## src/rtl/sipo_frame_arbiter_pkg.sv

```systemverilog
// Shared types and constants for the round-robin byte-to-word frame packer.
// Holds the FSM encoding, default geometry and the source-index width helper.
package sipo_frame_arbiter_pkg;

  typedef enum logic [1:0] {
    ST_IDLE  = 2'd0,
    ST_SHIFT = 2'd1,
    ST_HOLD  = 2'd2
  } state_e;

  localparam int DEF_NREQ    = 4;
  localparam int DEF_BW      = 8;
  localparam int DEF_BYTES   = 8;
  localparam int DEF_TIMEOUT = 16;

  // A single requester still needs a one-bit source tag.
  function automatic int src_width(input int n);
    return (n > 1) ? $clog2(n) : 1;
  endfunction

endpackage

```

## src/rtl/sipo_frame_arbiter_rr.sv

```systemverilog
// Combinational round-robin picker: first set request at or above ptr,
// wrapping around, returned as both a one-hot grant and an index.
module rr_arbiter
  import sipo_frame_arbiter_pkg::*;
#(
  parameter int NREQ = DEF_NREQ,
  parameter int IW   = src_width(DEF_NREQ)
) (
  input  logic [NREQ-1:0] req,
  input  logic [IW-1:0]   ptr,
  output logic [NREQ-1:0] grant,
  output logic [IW-1:0]   idx,
  output logic            any
);

  logic          found;
  logic [IW-1:0] cand;

  assign any = |req;

  // NOTE: every variable written here gets a default first, so no path can
  // leave it unassigned and infer a latch.
  always_comb begin
    grant = '0;
    idx   = '0;
    found = 1'b0;
    cand  = '0;
    for (int i = 0; i < NREQ; i++) begin
      cand = IW'((int'(ptr) + i) % NREQ);
      if (!found && req[cand]) begin
        found       = 1'b1;
        grant[cand] = 1'b1;
        idx         = cand;
      end
    end
  end

endmodule

```

## src/rtl/sipo_frame_arbiter.sv

```systemverilog
// Shares one byte-to-word packer between NREQ byte streams: a frame is granted
// round-robin, packed MSB-first, held with its source tag until acknowledged.
module sipo_frame_arbiter
  import sipo_frame_arbiter_pkg::*;
#(
  parameter int NREQ    = DEF_NREQ,
  parameter int BW      = DEF_BW,
  parameter int BYTES   = DEF_BYTES,
  parameter int TIMEOUT = DEF_TIMEOUT
) (
  input  logic                         clk,
  input  logic                         rst,
  input  logic [NREQ-1:0]              req_valid,
  input  logic [NREQ*BW-1:0]           req_data,
  output logic [NREQ-1:0]              req_ready,
  output logic [BYTES*BW-1:0]          out_word,
  output logic [src_width(NREQ)-1:0]   out_src,
  output logic                         out_valid,
  input  logic                         out_ack,
  output logic                         err_timeout
);

  localparam int SW = src_width(NREQ);
  localparam int WW = BYTES * BW;
  localparam int CW = $clog2(BYTES + 1);
  localparam int TW = $clog2(TIMEOUT + 1);

  state_e          state, state_nxt;
  logic [SW-1:0]   owner, ptr, gnt_idx, owner_inc;
  logic [NREQ-1:0] owner_oh, gnt_vec;
  logic            gnt_any;
  logic [WW-1:0]   shift_reg, shift_nxt;
  logic [CW-1:0]   count;
  logic [TW-1:0]   idle_cnt;
  logic [BW-1:0]   owner_byte;
  logic            xfer, frame_done, abort;

  rr_arbiter #(.NREQ(NREQ), .IW(SW)) u_arb (
    .req  (req_valid),
    .ptr  (ptr),
    .grant(gnt_vec),
    .idx  (gnt_idx),
    .any  (gnt_any)
  );

  assign owner_byte = req_data[int'(owner)*BW +: BW];
  assign shift_nxt  = {shift_reg[WW-BW-1:0], owner_byte};
  assign owner_inc  = (owner == SW'(NREQ - 1)) ? '0 : owner + 1'b1;
  assign out_valid  = (state == ST_HOLD);

  // NOTE: state and datapath registers use non-blocking assignments so every
  // flop samples pre-edge values regardless of statement order.
  always_ff @(posedge clk or posedge rst) begin
    if (rst) state <= ST_IDLE;
    else     state <= state_nxt;
  end

  always_comb begin
    state_nxt  = state;
    req_ready  = '0;
    xfer       = 1'b0;
    frame_done = 1'b0;
    abort      = 1'b0;
    case (state)
      ST_IDLE: if (gnt_any) state_nxt = ST_SHIFT;
      ST_SHIFT: begin
        req_ready = owner_oh;
        xfer      = |(req_valid & owner_oh);
        if (xfer && count == CW'(BYTES - 1)) begin
          frame_done = 1'b1;
          state_nxt  = ST_HOLD;
        end else if (!xfer && idle_cnt == TW'(TIMEOUT - 1)) begin
          abort     = 1'b1;
          state_nxt = ST_IDLE;
        end
      end
      ST_HOLD: if (out_ack) state_nxt = ST_IDLE;
      default: state_nxt = ST_IDLE;
    endcase
  end

  always_ff @(posedge clk or posedge rst) begin
    if (rst) begin
      owner       <= '0;
      owner_oh    <= '0;
      ptr         <= '0;
      shift_reg   <= '0;
      count       <= '0;
      idle_cnt    <= '0;
      out_word    <= '0;
      out_src     <= '0;
      err_timeout <= 1'b0;
    end else begin
      err_timeout <= abort;
      case (state)
        ST_IDLE: begin
          idle_cnt <= '0;
          if (gnt_any) begin
            owner    <= gnt_idx;
            owner_oh <= gnt_vec;
          end
        end
        ST_SHIFT: begin
          if (xfer) begin
            shift_reg <= shift_nxt;
            count     <= count + CW'(1);
            idle_cnt  <= '0;
            if (frame_done) begin
              out_word <= shift_nxt;
              out_src  <= owner;
            end
          end else if (abort) begin
            // Partial frame is dropped; out_word keeps the last good frame.
            shift_reg <= '0;
            count     <= '0;
            idle_cnt  <= '0;
            ptr       <= owner_inc;
          end else begin
            idle_cnt <= idle_cnt + TW'(1);
          end
        end
        ST_HOLD: begin
          if (out_ack) begin
            ptr       <= owner_inc;
            count     <= '0;
            shift_reg <= '0;
          end
        end
        default: ;
      endcase
    end
  end

endmodule

```

## config.mk

```make
export PLATFORM = sky130hd
export DESIGN_NAME = sipo_frame_arbiter
export DESIGN_NICKNAME = d
export VERILOG_FILES = /design/src/rtl/sipo_frame_arbiter_pkg.sv /design/src/rtl/sipo_frame_arbiter_rr.sv /design/src/rtl/sipo_frame_arbiter.sv
export SDC_FILE = /design/constraint.sdc
export NUM_CORES = 1
export LEC_CHECK = 0
export ABC_AREA = 1
export CELL_PAD_IN_SITES_DETAIL_PLACEMENT = 0
export CELL_PAD_IN_SITES_GLOBAL_PLACEMENT = 1
export CORE_ASPECT_RATIO = 0.75
export CORE_MARGIN = 2
export CORE_UTILIZATION = 42
export CTS_CLUSTER_DIAMETER = 100
export DETAILED_ROUTE_END_ITERATION = 10
export PLACE_DENSITY = 0.83
export SLEW_MARGIN = 0
export SYNTH_ARGS = -nofsm -noshare
export SYNTH_HDL_FRONTEND = slang
export SYNTH_SLANG_ARGS = --single-unit
```

## constraint.sdc

```tcl
create_clock -name clk -period 13.4 [get_ports clk]
set_input_delay 1.34 -clock clk [delete_from_list [all_inputs] [get_ports clk]]
set_output_delay 1.34 -clock clk [all_outputs]
set_load 0.01 [all_outputs]
```

==> run_summary.xml <==
<?xml version="1.0" encoding="UTF-8"?>
<metrics>
  <group name="critical_path">
    <metric name="critical_path_peak_fanout" unit="">70</metric>
    <metric name="crit_slowest_cell" unit="">inv_2</metric>
    <metric name="reg2regPathDepth" unit="">7</metric>
    <metric name="worst-setup-path-type" unit="">in2reg</metric>
    <metric name="worst_path_largest_cell_delay" unit="ns">1.00</metric>
    <metric name="r2r_start" unit="">state[1]$_DFFE_PP0P_</metric>
    <metric name="critical_path.top_delay_family" unit="">simple AND/OR/NAND/NOR gates</metric>
    <metric name="worst_setup_path_start_kind" unit="">input port</metric>
    <metric name="endpoint_kind" unit="">flip-flop</metric>
    <metric name="cp.required" unit="ns">13.74</metric>
    <metric name="crit_chain" unit="">clkdlybuf4s50_1 &gt; inv_2 &gt; o22ai_2 &gt; nor2_4 &gt; nor2_8 &gt; nand2_4 &gt; inv_2 &gt; nand2_1 &gt; nand2_1</metric>
    <metric name="rr_endpoint" unit="">out_word[62]$_DFFE_PP0P_</metric>
    <metric name="critical_path_arrival" unit="ns">4.91</metric>
    <metric name="setup.reg_to_reg.worst_slack" unit="ns">9.77</metric>
    <metric name="worstPathBufferInverterCount" unit="">3</metric>
  </group>
  <group name="drt">
    <metric name="detailedRoute.firstIterationViolations" unit="">352</metric>
    <metric name="routed-via-count" unit="">5193</metric>
    <metric name="viasPerCell" unit="">4.85</metric>
    <metric name="dr.pass1.iters" unit="">5</metric>
    <metric name="drt_drc_violations_left" unit="">0</metric>
    <metric name="routed_wire_length_per_instance" unit="microns">13.9</metric>
    <metric name="drt.antenna.violating_nets" unit="">0</metric>
    <metric name="wl" unit="mm">14.8</metric>
  </group>
  <group name="hold_path">
    <metric name="min_to" unit="">shift_reg[55]$_DFFE_PP0P_</metric>
    <metric name="worstHoldPathType" unit="">reg2reg</metric>
    <metric name="whs_path_depth" unit="">2</metric>
    <metric name="hold_path_startpoint" unit="">shift_reg[55]$_DFFE_PP0P_</metric>
  </group>
  <group name="synth">
    <metric name="post_synth_inst_count" unit="">759</metric>
    <metric name="yosysWarnings" unit="">0</metric>
    <metric name="synth-xor-area-share" unit="%">0.423</metric>
    <metric name="muxShareOfSynthArea" unit="%">0</metric>
    <metric name="syn-num-nets" unit="">807</metric>
    <metric name="synth_compound_gate_area_share" unit="%">4.58</metric>
    <metric name="synthesis.area_per_instance" unit="sq um">8.18</metric>
    <metric name="synthesized_area" unit="sq um">6210</metric>
    <metric name="synth_top_family_by_area" unit="">simple AND/OR/NAND/NOR gates</metric>
    <metric name="synth_simple_gate_area_share" unit="%">31.1</metric>
    <metric name="synth.ff_latch_count" unit="">142</metric>
    <metric name="yosysSeqAreaShare" unit="%">57.3</metric>
    <metric name="post_synth_fa_ha_maj_area_fraction" unit="%">1.81</metric>
    <metric name="synth.distinct_cells" unit="">30</metric>
  </group>
  <group name="floorplan">
    <metric name="top_level_ports" unit="">111</metric>
    <metric name="die-area" unit="sq um">15800</metric>
    <metric name="initial_util" unit="%">42.9</metric>
    <metric name="die_x" unit="microns">144</metric>
    <metric name="die_y" unit="microns">109</metric>
    <metric name="floorplan.core_area" unit="sq um">14500</metric>
    <metric name="num_rows" unit="">38</metric>
  </group>
  <group name="pwr">
    <metric name="power.static_leakage" unit="nW">4.13</metric>
    <metric name="power_per_cell_area" unit="nW/um^2">242</metric>
    <metric name="report.power.total" unit="mW">1.94</metric>
    <metric name="power.ir.vdd_worst" unit="mV">0.110</metric>
  </group>
  <group name="final_layout">
    <metric name="area.growth.synth_to_final" unit="%">29.1</metric>
    <metric name="utilization_after_layout" unit="%">55.4</metric>
    <metric name="insertedDiodeCount" unit="">0</metric>
    <metric name="number_of_filler_cells_placed_in_the_layout" unit="">1382</metric>
    <metric name="final_cells" unit="">1071</metric>
    <metric name="most-common-layout-cells" unit="">nand2_1, dfrtp_1, clkdlybuf4s50_1</metric>
    <metric name="largest_register_ffs" unit="">64</metric>
    <metric name="commonest_non_fill_non_tap_cell_in_the_layout" unit="">nand2_1</metric>
    <metric name="final_layout_size_suffix_gt1_share" unit="%">5.63</metric>
    <metric name="nets" unit="">906</metric>
  </group>
  <group name="cts">
    <metric name="cts_sinks" unit="">142</metric>
    <metric name="clk_root_buffer_cell" unit="">clkbuf_16</metric>
    <metric name="cts_post_setup_buffers_inserted" unit="">0</metric>
    <metric name="cts_hold_buffers" unit="">0</metric>
    <metric name="cts_inserted_buffers" unit="">17</metric>
    <metric name="cts_tree" unit="">yes</metric>
    <metric name="cts_buffer_depth" unit="">2</metric>
    <metric name="clk_pin_slew" unit="ns">0.06</metric>
    <metric name="post_cts_resized" unit="">0</metric>
    <metric name="clock_latency" unit="ns">0.42</metric>
    <metric name="htree_levels" unit="">4</metric>
  </group>
  <group name="placement">
    <metric name="place.detailed.hpwl" unit="mm">9.89</metric>
    <metric name="cell_count_after_placement" unit="">1039</metric>
    <metric name="placement.io_buffers" unit="">110</metric>
    <metric name="gp_congestion" unit="">0.827</metric>
  </group>
  <group name="grt">
    <metric name="globalRoute.totalOverflow" unit="">0</metric>
    <metric name="globalRouteMet1Util" unit="%">30.3</metric>
    <metric name="grt_max_degree" unit="">83</metric>
    <metric name="first_pass_grt_wire_length" unit="mm">24.7</metric>
    <metric name="grt.met2_usage" unit="%">28.5</metric>
    <metric name="first_global_vias" unit="">4987</metric>
    <metric name="antenna_found_initial" unit="">0</metric>
    <metric name="grt.total_usage" unit="%">20.0</metric>
    <metric name="met3_usage" unit="%">5.27</metric>
    <metric name="grt_busiest_layer" unit="">met1</metric>
  </group>
  <group name="sta">
    <metric name="maxSlewViolCount" unit="">0</metric>
    <metric name="report.final.setup_viol" unit="">0</metric>
    <metric name="ratio_of_final_minimum_period_to_clock_period" unit="%">34.0</metric>
    <metric name="period_needed" unit="ns">4.56</metric>
    <metric name="setup_tns" unit="ns">0</metric>
    <metric name="timing.hold.ws" unit="ns">0.467</metric>
    <metric name="timing.final.hold_violations" unit="">0</metric>
    <metric name="unrepaired_setup_endpoints_after_global_routing" unit="">false</metric>
    <metric name="relSlewSlack" unit="%">28.8</metric>
    <metric name="clock.fmax" unit="GHz">0.219</metric>
    <metric name="clock_skew" unit="ns">0.0235</metric>
    <metric name="tightestPinTransition" unit="ns">1.07</metric>
  </group>
  <group name="flow_run">
    <metric name="maxCapViolCount" unit="">0</metric>
  </group>
  <group name="run_status">
    <metric name="run_status" unit="">completed</metric>
  </group>
</metrics>
per-layer routing:
| layer | vias up | wire (microns) |
|---|---|---|
| met3 | 8 | 1010 |
| li1 | 2543 | - |
| met2 | 166 | 6290 |
| met4 | 0 | 74 |
| met1 | 2476 | 7470 |
| met5 | - | 0 |
worst max path at each step:
stage | start | to | slack [ns] | depth (start not counted)
floorplan | rst | count[0]$_DFFE_PP0P_ | 8.25 | 1
global placement | req_valid[3] | out_word[55]$_DFFE_PP0P_ | 8.49 | 9
detailed placement | req_valid[2] | out_word[21]$_DFFE_PP0P_ | 8.44 | 9
CTS | req_valid[2] | out_word[62]$_DFFE_PP0P_ | 8.84 | 9
global route | req_valid[3] | out_word[62]$_DFFE_PP0P_ | 8.45 | 9
finish | req_valid[3] | out_word[62]$_DFFE_PP0P_ | 8.84 | 9
stage by stage:
stage | instance area, sq um | worst slack, ns
floorplan | 6210 | 8.25
detailed placement | 7400 | 8.44
CTS | 8010 | 8.84
global route | 8010 | 8.45
global placement | 7400 | 8.49
finish | 8010 | 8.84
logic make-up (layout without fill, tap and decap cells):
| logic type | Yosys count | after routing |
|---|---|---|
| buffers and inverters | 62 | 174 |
| adders and majority gates | 9 | 9 |
| and+or+nand+nor | 494 | 494 |
| xor gates and xnor gates | 3 | 3 |
| AOI/OAI and AO/OA | 49 | 49 |
| DFF | 142 | 142 |
where the power goes:
part | switching, mW | internal, mW | total, mW
clock network | 0.181 | 0.303 | 0.484
registers | 0.138 | 0.600 | 0.738
logic | 0.411 | 0.308 | 0.720
tightest hold or removal path, stage by stage, from the launching register on:
cell     delay [ns]
dfrtp_1        0.34
nand2_1        0.05
nand2_1        0.04
final cells by class:
cell class	count	area [sq um]	area share (%)
Tap cell	200	250	3.12
Multi-Input combinational cell	555	2360	29.4
Timing Repair Buffer	112	1120	13.9
Inverter	30	120	1.50
Clock buffer	19	453	5.65
Clock inverter	13	164	2.05
Sequential cell	142	3550	44.3
cell usage after synthesis, drive strengths merged:
cell,number,area share (%)
o21a,1,0.12
a21boi,4,0.48
dfrtp,142,57
o31ai,1,0.12
nand3,26,2.1
clkbuf,15,0.91
nor2,45,3.2
ha,9,1.8
a21oi,5,0.40
xor2,1,0.14
o21ai,27,2.2
nand2,421,26
xnor2,2,0.28
inv,30,1.9
nor4,1,0.10
o22ai,11,1.2
buf,17,2.0
or2,1,0.10
Note: power is estimated with default switching activity, not from simulation.
